$ cat src/rtl/spi_arbiter.sv
// spi_arbiter: round-robin sharing of a single spi_core master among REQUESTERS clients.
// Optional watchdog is compiled in by defining SPI_ARB_TIMEOUT_EN.
module spi_arbiter #(
  parameter int          REQUESTERS = 4,
  parameter int          D_WIDTH    = 8,
  parameter int          IDX_W      = 2,
  parameter logic [15:0] TIMEOUT    = 16'd4095
) (
  input  logic                          clock,
  input  logic                          reset_n,
  input  logic [REQUESTERS-1:0]         req,
  input  logic [REQUESTERS*D_WIDTH-1:0] req_tx_data,
  input  logic [REQUESTERS-1:0]         req_cpol,
  input  logic [REQUESTERS-1:0]         req_cpha,
  input  logic [REQUESTERS*8-1:0]       req_clk_div,
  output logic [REQUESTERS-1:0]         grant,
  output logic [REQUESTERS-1:0]         done,
  output logic [D_WIDTH-1:0]            rx_data,
  output logic                          error,
  output logic [IDX_W-1:0]              cs_sel,
  output logic                          spi_enable,
  output logic                          spi_cpol,
  output logic                          spi_cpha,
  output logic                          spi_cont,
  output logic [7:0]                    spi_clk_div,
  output logic [D_WIDTH-1:0]            spi_tx_data,
  input  logic                          spi_busy,
  input  logic [D_WIDTH-1:0]            spi_rx_data
);

  localparam logic [1:0] ST_IDLE      = 2'd0;
  localparam logic [1:0] ST_WAIT_BUSY = 2'd1;
  localparam logic [1:0] ST_WAIT_DONE = 2'd2;

  logic [1:0]            state;
  logic [IDX_W-1:0]      ptr;
  logic [IDX_W-1:0]      win_idx;
  logic [IDX_W-1:0]      next_ptr;
  logic [REQUESTERS-1:0] win_onehot;
  logic [D_WIDTH-1:0]    sel_tx;
  logic [7:0]            sel_div;
  logic                  sel_cpol;
  logic                  sel_cpha;
  logic                  arb_go;
  logic                  normal_end;
  logic                  timed_out;
  logic                  txn_end;

  // First set request scanning upward from p, wrapping at REQUESTERS.
  function automatic logic [IDX_W-1:0] rr_pick(input logic [REQUESTERS-1:0] r,
                                               input logic [IDX_W-1:0]      p);
    logic [IDX_W-1:0] pick;
    logic             found;
    int               cand;
    pick  = '0;
    found = 1'b0;
    for (int off = 0; off < REQUESTERS; off++) begin
      cand = int'(p) + off;
      if (cand >= REQUESTERS) cand = cand - REQUESTERS;
      if (!found && ((r >> cand) & REQUESTERS'(1)) != '0) begin
        found = 1'b1;
        pick  = IDX_W'(cand);
      end
    end
    return pick;
  endfunction

  always_comb begin
    win_idx    = rr_pick(req, ptr);
    win_onehot = REQUESTERS'(1) << win_idx;
    sel_tx     = D_WIDTH'(req_tx_data >> (int'(win_idx) * D_WIDTH));
    sel_div    = 8'(req_clk_div >> (int'(win_idx) * 8));
    sel_cpol   = |(req_cpol & win_onehot);
    sel_cpha   = |(req_cpha & win_onehot);
  end

  // Holding off while busy also covers the core's busy period out of reset.
  assign arb_go     = (state == ST_IDLE) && !spi_busy && (|req);
  assign normal_end = (state == ST_WAIT_DONE) && !spi_busy;
  assign txn_end    = normal_end || timed_out;
  assign next_ptr   = (cs_sel == IDX_W'(REQUESTERS - 1)) ? '0 : cs_sel + 1'b1;
  assign spi_cont   = 1'b0;

  always_ff @(posedge clock or negedge reset_n) begin
    if (!reset_n) begin
      state       <= ST_IDLE;
      ptr         <= '0;
      grant       <= '0;
      done        <= '0;
      rx_data     <= '0;
      cs_sel      <= '0;
      spi_enable  <= 1'b0;
      spi_cpol    <= 1'b0;
      spi_cpha    <= 1'b0;
      spi_clk_div <= '0;
      spi_tx_data <= '0;
    end else begin
      done       <= '0;
      spi_enable <= 1'b0;
      if (arb_go) begin
        grant       <= win_onehot;
        cs_sel      <= win_idx;
        spi_tx_data <= sel_tx;
        spi_cpol    <= sel_cpol;
        spi_cpha    <= sel_cpha;
        spi_clk_div <= sel_div;
        spi_enable  <= 1'b1;
        state       <= ST_WAIT_BUSY;
      end else if (txn_end) begin
        // The owner's done bit is simply its grant bit; ptr moves past the owner.
        if (normal_end) rx_data <= spi_rx_data;
        done  <= grant;
        grant <= '0;
        ptr   <= next_ptr;
        state <= ST_IDLE;
      end else if (state == ST_WAIT_BUSY && spi_busy) begin
        state <= ST_WAIT_DONE;
      end
    end
  end

`ifdef SPI_ARB_TIMEOUT_EN
  logic [15:0] wdog;

  assign timed_out = (state != ST_IDLE) && (wdog == TIMEOUT - 16'd1);

  always_ff @(posedge clock or negedge reset_n) begin
    if (!reset_n) begin
      wdog  <= '0;
      error <= 1'b0;
    end else begin
      // A completion on the same edge as the limit counts as a normal finish.
      error <= timed_out && !normal_end;
      if (arb_go)
        wdog <= '0;
      else if (state != ST_IDLE)
        wdog <= wdog + 16'd1;
    end
  end
`else
  assign timed_out = 1'b0;
  assign error     = 1'b0;

  // TIMEOUT only sizes the watchdog; referenced here so this build still elaborates it.
  if (TIMEOUT == 16'd0) begin : g_watchdog_limit_unused
  end
`endif

endmodule

$ cat config.mk
export PLATFORM = sky130hd
export DESIGN_NAME = spi_arbiter
export DESIGN_NICKNAME = d
export VERILOG_FILES = /design/src/rtl/spi_arbiter.sv
export SDC_FILE = /design/constraint.sdc
export NUM_CORES = 1
export LEC_CHECK = 0
export BUFFER_PORTS_ARGS = -buffer_cell sky130_fd_sc_hd__clkbuf_2
export CAP_MARGIN = 20
export CORE_ASPECT_RATIO = 1.75
export CORE_MARGIN = 2
export CORE_UTILIZATION = 40
export CTS_CLUSTER_DIAMETER = 80
export CTS_CLUSTER_SIZE = 14
export DETAILED_ROUTE_END_ITERATION = 10
export PLACE_DENSITY = 0.72
export RECOVER_POWER = 100
export SLEW_MARGIN = 20
export SYNTH_ARGS = -nofsm -noshare
export SYNTH_HDL_FRONTEND = slang
export SYNTH_SLANG_ARGS = --single-unit
$ cat constraint.sdc
create_clock -name clock -period 2.9 [get_ports clock]
set_input_delay 0.29 -clock clock [delete_from_list [all_inputs] [get_ports clock]]
set_output_delay 0.29 -clock clock [all_outputs]
set_load 0.1 [all_outputs]
==> key figures <==
Status
  – Status: finished, violations left
  – Failing checks: capacitance limit, slew limit

Yosys
  – Number of synthesized flops with an enable pin: 0
  – Synthesis-stage register bit count: 41
  – Top FF cell, synth: dfrtp_1
  – Synth cell types: 45
  – Compound-Gate Fraction of Synth Area: 25.46%
  – Mapped cell area: slightly below 0.003 sq mm
  – Sequential area share after synthesis: about a third
  – Syn Area/Cell: between 10 and 15 sq um
  – Async SR Flop Fraction: 100.0%
  – Share of the synthesized area in the top cell type: a little over a third
  – Largest area contributor in the synthesized netlist: dfrtp_1
  – Largest family of logic cells by synthesized area: compound AO/OA/AOI/OAI gates
  – Ranking of synthesized cells by area: dfrtp_1, mux2i_1, mux2_2
  – XOR/XNOR share of the synthesized area: 0%
  – Ys Warns: 0
  – Mux cell area share after synthesis: 19.69%
  – Post-synthesis adder-cell area fraction: under 10%
  – Gate Count Post-Synth: between 200 and 300
  – Post-Synth Simple-Gate Area: between 10% and 20%

Placement
  – IO Port Bufs: roughly 120
  – Gp weighted congestion: slightly above 0.8
  – HPWL Detailed: around 6400 microns

Clocking
  – CTS root buf: clkbuf_16
  – CTS Buf Count: 5
  – CTS Sinks: between 40 and 50
  – Clock buffer depth: 2
  – CTS tree: built
  – Clk_lat worst skew: 0.28 ns
  – H-tree depth: 2
  – Worst-path clk slew: around 0.060 ns

Final layout
  – Final net count: ~500
  – Area Overhead vs Synth: 29.10%
  – Ratio of cells with drive above 1 in the final layout: 37.11%
  – Ant diodes: 0
  – Commonest non-fill, non-tap cell in the layout: clkbuf_2
  – Most frequent cells in the layout: clkbuf_2, nand2_1, dfrtp_1

Timing
  – Slew margin rel.: -48.69%
  – Total negative slack: 0 ns
  – Worst-Margin Slew: 2.230 ns
  – Max Clock Skew: ~0.005 ns
  – Fin Hold WS: 0.2302 ns
  – # setup viols final: 0
  – Final Max Slew Viols: between 40 and 50
  – RSZ-0062 raised after global routing: false
  – Final hold violation count: 0
  – Tmin final: around 2.8 ns
  – Period utilization: a little over nine tenths
  – Fmax: between 300 and 400 MHz

Worst hold path
  – Hold worst-path end: state[0]$_DFFE_PN0P_
  – Hold depth: 2
  – Min-Delay Startpoint: spi_busy
  – HP Class: input port to flip-flop

Floorplanning
  – Die width: 68.91 microns
  – Total core area: 0.007182 sq mm
  – Die ar.: 0.008102 sq mm
  – Site Rows: 41
  – Die height: between 100 and 150 microns
  – Starting Density: 41.06%
  – Io pins: approximately 130

GRT
  – Global route overflow: 0
  – Largest net degree at the start of global routing: 42
  – Number of global-route vias before repair: roughly 2,800
  – First-pass GRT wire length: 13,330 microns
  – Antenna violations before repair: 0
  – Total Routing Usage GR: a little over a fifth

Routing
  – Via density: 5.535
  – Detail Route Antenna Nets: 0
  – DRC viols: 0
  – DR vias: 2,773
  – Routed wire length: ~8300 microns
  – First drt pass iteration count: 4
  – Iter 0 DRT Violations: 146
  – Avg WL per Cell: approximately 17 microns

Critical path
  – WS Path Type: flip-flop to flip-flop
  – R2R depth: 8
  – Crit. End Element: flip-flop
  – RR Startpoint: ptr[0]$_DFFE_PN0P_
  – FF-to-FF End: spi_tx_data[4]$_DFFE_PN0P_
  – Critical path data arrival time: about 3.0 ns
  – Crit path largest cell delay: 0.51 ns
  – Reg2Reg Setup Slack: about 0.15 ns
  – Worst path slowest cell: or4_4
  – Maximum fanout along the worst path: 20
  – CP Launch Type: flip-flop
  – WP data required: 3.10 ns
  – Crit path cell chain: buf_4, mux2i_1, nor3_4, or4_4, o32ai_4, buf_12, mux2_2, o21ai_0

Run
  – Max Cap Viol: 1
cells in the mapped netlist (2+ instances only):
master	n
a21oi_1	20
a221oi_1	8
a221oi_2	10
and3_1	4
buf_2	4
buf_4	3
buf_6	5
clkbuf_1	11
dfrtp_1	41
ha_1	6
inv_1	4
mux2_1	6
mux2_2	18
mux2_4	6
mux2i_1	22
nand2_1	45
nand3_1	3
nor2_1	11
o211ai_1	18
o21ai_0	3
o21ai_1	17
o31ai_1	2
metrics by stage:
stage               utilization [%]  setup slack (ns)  area [sq um]  instances
detailed placement            51.10           0.03239          3670        492
floorplan                         -           0.09368          2953        291
CTS                           53.43          0.007276          3837        500
global placement              51.10            0.1956          3670        492
global route                  53.01          0.009365          3807        501
finish                        53.01            0.1487          3807        501
state kept, by name (all words and copies together), names as in the netlist:
signal,flops
ptr,2
spi_cpha,1
spi_clk_div,8
cs_sel,2
grant,4
done,4
spi_enable,1
spi_cpol,1
rx_data,8
state,2
spi_tx_data,8
repair_timing:
action | in CTS | in global routing
hold endpoints to repair | 0 | 0
setup endpoints to repair | 0 | 14
hold buffers | 0 | 0
gates resized for setup | 0 | 4
buffers inserted | 0 | 1
routing by layer:
layer / routed length [microns] / vias to the layer above / GRT usage, %
li1: - / 1328 / -
met4: 342 / 0 / 9.436
met1: 3053 / 1319 / 24.16
met2: 4567 / 101 / 37.80
met5: 0 / - / 0
met3: 322 / 25 / 2.199
worst max-delay path: cells and delay by family, from the launching register on:
family	cells	cell delay [ns]
AO/OA/AOI/OAI	2	0.46
buffers and inverters	2	0.41
multiplexers	2	0.74
AND/OR/NAND/NOR	2	0.61
flip-flops	1	0.42
worst max-delay path by stage:
stage / slack [ns] / depth (start not counted) / end / startpoint
2_1_floorplan: 0.09 / 11 / spi_clk_div[7]$_DFFE_PN0P_ / ptr[1]$_DFFE_PN0P_
3_5_place_dp: 0.03 / 10 / spi_tx_data[2]$_DFFE_PN0P_ / ptr[0]$_DFFE_PN0P_
4_1_cts: 0.007 / 10 / spi_tx_data[2]$_DFFE_PN0P_ / ptr[0]$_DFFE_PN0P_
3_3_place_gp: 0.20 / 10 / spi_cpha$_DFFE_PN0P_ / ptr[0]$_DFFE_PN0P_
6_report: 0.15 / 8 / spi_tx_data[4]$_DFFE_PN0P_ / ptr[0]$_DFFE_PN0P_
5_1_grt: 0.009 / 10 / spi_clk_div[3]$_DFFE_PN0P_ / ptr[0]$_DFFE_PN0P_
cell families (layout without fill, tap and decap cells):
family / after synthesis / count (layout)
other: 1 / 2
AO/OA/AOI/OAI: 89 / 89
flip-flops: 41 / 41
buffers and inverters: 29 / 153
adder cells (fa/ha/maj): 7 / 7
multiplexers: 52 / 52
AND/OR/NAND/NOR: 71 / 71
area by class of cell:
class,count,area (sq um)
sequential,41,1026
inverter,4,15.01
timing repair buffer,141,730.7
clock inverter,2,38.79
fill,699,3374
clock buffer,6,128.9
multi-input combinational,221,1760
tap,86,107.6
Power is left out: the tool's default activity adds up to more than one toggle a clock period on the data nets, which glitch-free logic cannot reach.
